===== src/rtl/instr_fetch.sv =====
// -----------------------------------------------------------------------------
// instr_fetch
//   Instruction fetch engine. It issues one word-aligned read at a time to
//   instruction memory. It forwards each returned word to the instruction
//   register with a single-cycle load pulse and the word's address. It parks
//   a word in a hold buffer while the instruction register is stalled.
//   Redirects restart fetch at a new address. A response that is already in
//   flight when a redirect arrives is discarded through the kill flag.
//
// Ports
//   clk_i             system clock, rising edge
//   rst_ni            asynchronous active-low reset
//   fetch_en_i        fetching permitted while high
//   stall_i           instruction register cannot accept a word this cycle
//   redirect_valid_i  one-cycle request to restart fetch at redirect_pc_i
//   redirect_pc_i     new fetch address (bits [1:0] ignored)
//   imem_req_o        memory read request (registered)
//   imem_addr_o       word-aligned read address (registered)
//   imem_ready_i      memory accepts the request this cycle
//   imem_rvalid_i     read data valid this cycle
//   imem_rdata_i      read data
//   ir_data_o         instruction word for the instruction register
//   ir_load_o         one-cycle load pulse for the instruction register
//   pc_out_o          address of the word currently on ir_data_o
//   busy_o            high whenever the FSM is not idle
// -----------------------------------------------------------------------------
module instr_fetch #(
    parameter logic [31:0] RESET_PC = 32'h0000_0000
) (
    input  logic        clk_i,
    input  logic        rst_ni,
    input  logic        fetch_en_i,
    input  logic        stall_i,
    input  logic        redirect_valid_i,
    input  logic [31:0] redirect_pc_i,
    output logic        imem_req_o,
    output logic [31:0] imem_addr_o,
    input  logic        imem_ready_i,
    input  logic        imem_rvalid_i,
    input  logic [31:0] imem_rdata_i,
    output logic [31:0] ir_data_o,
    output logic        ir_load_o,
    output logic [31:0] pc_out_o,
    output logic        busy_o
);

    localparam logic [31:0] RESET_PC_AL = {RESET_PC[31:2], 2'b00};

    typedef enum logic [1:0] {
        S_IDLE,
        S_REQ,
        S_WAIT,
        S_HOLD
    } state_e;

    state_e      state_q, state_d;
    logic [31:0] pc_q, pc_d;
    logic [31:0] hold_q, hold_d;
    logic        kill_q, kill_d;
    logic        req_q, req_d;
    logic [31:0] addr_q, addr_d;
    logic [31:0] ir_data_q, ir_data_d;
    logic        ir_load_q, ir_load_d;
    logic [31:0] pc_out_q, pc_out_d;

    logic [31:0] redir_pc;
    logic        deliver;
    logic [31:0] deliver_data;

    // Masking keeps every bit of the input in use while forcing word alignment.
    assign redir_pc = redirect_pc_i & ~32'd3;

    always_comb begin
        state_d      = state_q;
        pc_d         = pc_q;
        hold_d       = hold_q;
        kill_d       = kill_q;
        ir_load_d    = 1'b0;
        ir_data_d    = ir_data_q;
        pc_out_d     = pc_out_q;
        deliver      = 1'b0;
        deliver_data = imem_rdata_i;

        unique case (state_q)
            S_IDLE: begin
                if (redirect_valid_i) begin
                    pc_d    = redir_pc;
                    state_d = S_REQ;
                end else if (fetch_en_i) begin
                    state_d = S_REQ;
                end
            end

            S_REQ: begin
                if (redirect_valid_i) begin
                    pc_d = redir_pc;
                    // Accepted in the same cycle: its response is stale and
                    // must be swallowed before the new request goes out.
                    if (imem_ready_i) begin
                        kill_d  = 1'b1;
                        state_d = S_WAIT;
                    end
                end else if (imem_ready_i) begin
                    state_d = S_WAIT;
                end
            end

            S_WAIT: begin
                if (imem_rvalid_i) begin
                    if (redirect_valid_i || kill_q) begin
                        kill_d  = 1'b0;
                        if (redirect_valid_i) begin
                            pc_d = redir_pc;
                        end
                        state_d = S_REQ;
                    end else if (stall_i) begin
                        hold_d  = imem_rdata_i;
                        state_d = S_HOLD;
                    end else begin
                        deliver      = 1'b1;
                        deliver_data = imem_rdata_i;
                    end
                end else if (redirect_valid_i) begin
                    // Stay here until the outstanding response drains.
                    pc_d   = redir_pc;
                    kill_d = 1'b1;
                end
            end

            S_HOLD: begin
                if (redirect_valid_i) begin
                    pc_d    = redir_pc;
                    hold_d  = '0;
                    state_d = S_REQ;
                end else if (!stall_i) begin
                    deliver      = 1'b1;
                    deliver_data = hold_q;
                end
            end

            default: state_d = S_IDLE;
        endcase

        if (deliver) begin
            ir_load_d = 1'b1;
            ir_data_d = deliver_data;
            pc_out_d  = pc_q;
            pc_d      = pc_q + 32'd4;
            state_d   = fetch_en_i ? S_REQ : S_IDLE;
        end
    end

    // Request outputs are registered from the next state, so they track
    // the REQ state and the current pc exactly.
    assign req_d  = (state_d == S_REQ);
    assign addr_d = pc_d;

    always_ff @(posedge clk_i or negedge rst_ni) begin
        if (!rst_ni) begin
            state_q   <= S_IDLE;
            pc_q      <= RESET_PC_AL;
            hold_q    <= '0;
            kill_q    <= 1'b0;
            req_q     <= 1'b0;
            addr_q    <= RESET_PC_AL;
            ir_data_q <= '0;
            ir_load_q <= 1'b0;
            pc_out_q  <= '0;
        end else begin
            state_q   <= state_d;
            pc_q      <= pc_d;
            hold_q    <= hold_d;
            kill_q    <= kill_d;
            req_q     <= req_d;
            addr_q    <= addr_d;
            ir_data_q <= ir_data_d;
            ir_load_q <= ir_load_d;
            pc_out_q  <= pc_out_d;
        end
    end

    assign imem_req_o  = req_q;
    assign imem_addr_o = addr_q;
    assign ir_data_o   = ir_data_q;
    assign ir_load_o   = ir_load_q;
    assign pc_out_o    = pc_out_q;
    assign busy_o      = (state_q != S_IDLE);

endmodule

===== config.mk =====
export PLATFORM = sky130hd
export DESIGN_NAME = instr_fetch
export DESIGN_NICKNAME = d
export VERILOG_FILES = /design/src/rtl/instr_fetch.sv
export SDC_FILE = /design/constraint.sdc
export NUM_CORES = 1
export LEC_CHECK = 0
export ABC_CLOCK_PERIOD_IN_PS = 1900
export CORE_ASPECT_RATIO = 0.8
export CORE_MARGIN = 2
export CORE_UTILIZATION = 43
export CTS_CLUSTER_SIZE = 10
export DETAILED_ROUTE_END_ITERATION = 10
export PLACE_DENSITY = 0.86
export SETUP_SLACK_MARGIN = 0.05
export SYNTH_ARGS = -nofsm -noshare
export SYNTH_HDL_FRONTEND = slang
export SYNTH_SLANG_ARGS = --single-unit
export TNS_END_PERCENT = 30

===== constraint.sdc =====
create_clock -name clk_i -period 1.9 [get_ports clk_i]
set_input_delay 0.475 -clock clk_i [delete_from_list [all_inputs] [get_ports clk_i]]
set_output_delay 0.475 -clock clk_i [all_outputs]
set_load 0.05 [all_outputs]

==> out/summary.txt <==
Fin Hold WS = 0.4787 ns
largest buffer count on any clock path = 2
Worst setup EP type = flop
count of nets left with antenna violations after detail routing = 0
post-synthesis cell count = 571
sequential share of the synthesized area = 0.5575
TritonCTS Sinks = 129
overall global routing resource usage = 0.2457
total power of the final layout = 13.51 mW
Avg Inst Size Synth = 10.14 um^2
reg-to-reg setup timing slack = 0.03 ns
kind of start point of the critical path = flop
WP data required = 2.18 ns
WHS Endpoint = pc_out_o[2]
worst min-delay path category = flop to flop
count of buffers from port buffering = 163
status = finished clean
worst setup path start = imem_addr_o[2]
largest net degree at the start of global routing = 64
Final Hold Viols = 0
number of iterations in the first detailed-routing pass = 5
via count = 5268
wire length of the first global-routing pass = 27.52 mm
most repeated library cell on the critical path = o211ai_1
delay of the slowest cell on the worst path = 0.46 ns
DIE HEIGHT = 107.8 um
# rows = 37
H-tree levels = 4
total of flip-flops plus latches after synthesis = 129
cell type of the slowest stage on the worst timing path = or4_4
cell count of the worst reg-to-reg path = 6
Iter 0 DRT Violations = 351
number of enable flip-flop cells after synthesis = 0
Inserted Clock Buffers = 17
number of max-cap violations = 0
number of vias per cell after detailed routing = 5.534
async set-or-reset flop fraction in the synthesized netlist = 1.000
Period Utilization, post-route = 0.9853
DRC errors left = 0
core box area = 0.01301 mm^2
CP max FO = 4
unrepaired setup endpoints after global routing = true
HPWL after detailed placement = 11.92 mm
fmax = 0.5342 GHz
number of synthesis warnings = 0
antenna diode count = 0
worst-case vdd ir drop = 0.0008734 V
CTS tree = yes
DIE AREA = 0.01442 mm^2
PD cells = 1595 mW/mm^2
clock-pin slew reported for the worst setup and hold paths after clock tree synthesis = 0.06 ns
average detailed-routed wire length per instance = 17.91 um
final count of negative-setup-slack endpoints = 0
post-synthesis to final-layout area growth = 46.24%
hold path startpoint = pc_out_o[2]
top flip-flop cell by instance count after synthesis = dfrtp_1
initial standard-cell utilization of the core = 0.4451
fraction of layout cells with a size suffix above 1 = 0.2844
fin util = 0.6510
Clk Latency, worst-skew pair = 0.42 ns
library cells used by synthesis = 56
number of cells traversed by the worst hold path = 2
area of all placed cells without fillers = 0.008468 mm^2
clock tree root buffer cell = clkbuf_16
synthesized cell area = 0.005791 mm^2
critical path data arrival time = 2.15 ns
cell area reported after detailed placement = 0.007672 mm^2
gr ovfl total = 0
Die Wd = 133.7 um
list of cells traversed by the critical path = buf_4, and3_1, o211ai_1, or4_4, o211ai_1, o311ai_1
worst r2r src = imem_addr_o[2]
final max-slew violation count = 0
reg-to-reg critical path endpoint = imem_addr_o[17]
number of antenna violations at the first check in global routing = 0
IO Pins = 170
routability cong. = 0.8744
kind of critical path = flop to flop
vias in the first global route = 5336
leakage dissipation = 3.920 nW
final net count = 836
post-route clock skew = 0.009381 ns
total detailed-routing wirelength = 17.06 mm
minimum period implied by the final worst setup slack = 1.872 ns
[area by class of cell]
class / instances / area [um^2]
multi-input combinational: 392 / 2434
tap: 175 / 219.0
fill: 1015 / 4541
inverter: 11 / 43.79
timing repair buffer: 213 / 1877
clock inverter: 12 / 180.2
sequential: 129 / 3248
clock buffer: 20 / 466.7
[repair_timing]
| action | 4_1_cts | 5_1_grt |
|---|---|---|
| endpoints found under the hold margin | 30 | 0 |
| setup buffers | 4 | 4 |
| pin swaps | 4 | 3 |
| gates resized for setup | 10 | 13 |
| hold buffers | 1 | 0 |
| setup endpoints to repair | 27 | 19 |
[critical path, delay by kind of cell (launching register included)]
kind,cells,cell delay (ns)
compound gates,3,0.49
buf+inv,1,0.13
flops,1,0.41
simple gates,2,0.70
[routing by layer]
layer,track usage,part of all wire
met1,0.3240,0.43
met4,0.09802,0.021
met3,0.05320,0.062
met5,0,0
met2,0.3974,0.49
[state kept, by name, indices dropped and copies added, names as in the netlist]
register,flops
state_q,2
imem_addr_o,30
hold_q,32
ir_load_o,1
imem_req_o,1
ir_data_o,32
kill_q,1
pc_out_o,30
[where the power goes]
part           switching, mW  leakage, nW  internal (mW)  total, mW
sequential             0.601         1.62           3.64       4.24
clock                   1.24        0.301           2.30       3.54
combinational           3.87         2.00           1.86       5.72
total                   5.71         3.92           7.79       13.5
[how the worst max path moves through the flow]
| stage | endpoint | slack [ns] | cells past startpoint |
|---|---|---|---|
| after global routing | imem_addr_o[17] | -0.05 | 6 |
| final | imem_addr_o[17] | 0.03 | 6 |
| after detailed placement | imem_addr_o[17] | -0.53 | 6 |
| after CTS | imem_addr_o[21] | 0.03 | 5 |
| after floorplan | imem_addr_o[23] | 0.03 | 5 |
| after global placement | imem_addr_o[17] | -0.46 | 6 |
[through the flow]
step                worst slack, ns  TNS (ns)  instances
global route               -0.04730  -0.05258        952
floorplan                   0.02888         0        574
CTS                         0.02918         0        948
global placement            -0.4587    -29.63        911
finish                      0.02792         0        952
detailed placement          -0.5261    -36.56        911
[synthesized netlist by cell type (2+ instances only)]
cell      instances  area share
nand2b_1          2      0.0022
nor2_1           22       0.014
dfrtp_1         129        0.56
or2_2             2      0.0022
a221oi_1          2      0.0030
buf_4             7      0.0091
nor3_1            3      0.0026
o22ai_1           3      0.0032
or3_1             2      0.0022
and2_1            2      0.0022
a21oi_1           9      0.0078
mux2i_1          35       0.061
a211oi_1          2      0.0026
a32oi_1           2      0.0030
o311ai_0          8       0.012
nand2_1         146       0.095
a22o_1           32       0.048
inv_1            10      0.0065
nor2b_1           2      0.0022
buf_1             3      0.0019
nor4_1            4      0.0043
a22oi_1           2      0.0026
a31oi_1           2      0.0022
nand3_1          12       0.010
o211ai_1         13       0.017
o21ai_0          40       0.035
nor4_4            2      0.0073
nand3_4           2      0.0060
and3_1            4      0.0043
buf_2            10      0.0086
clkbuf_1         20       0.013
a311oi_1          4      0.0060
nand4_1          10       0.011
[cells in the final DEF, fill, tap and decap left out, types with 5 or more instances in the layout]
cell	Yosys	final
inv_1	10	10
mux2i_1	35	35
nand2_1	146	145
nand3_1	12	10
clkbuf_16	0	17
nor2_1	22	21
o311ai_0	8	7
nand4_1	10	10
a22o_1	32	32
a21oi_1	9	7
clkdlybuf4s50_1	0	65
dfrtp_2	0	16
clkinvlp_4	0	5
o21ai_0	40	40
dfrtp_1	129	113
buf_12	0	6
buf_4	7	134
o211ai_1	13	13
[cells by family after synthesis]
group	share of synthesized area
mux	0.06050
compound gates	0.1618
simple gates	0.1739
buf+inv	0.04192
other cells	0.0006476
xor+xnor	0.001513
fa+ha+maj	0.002160
flops	0.5575
Note: power is estimated with default switching activity, not from simulation.
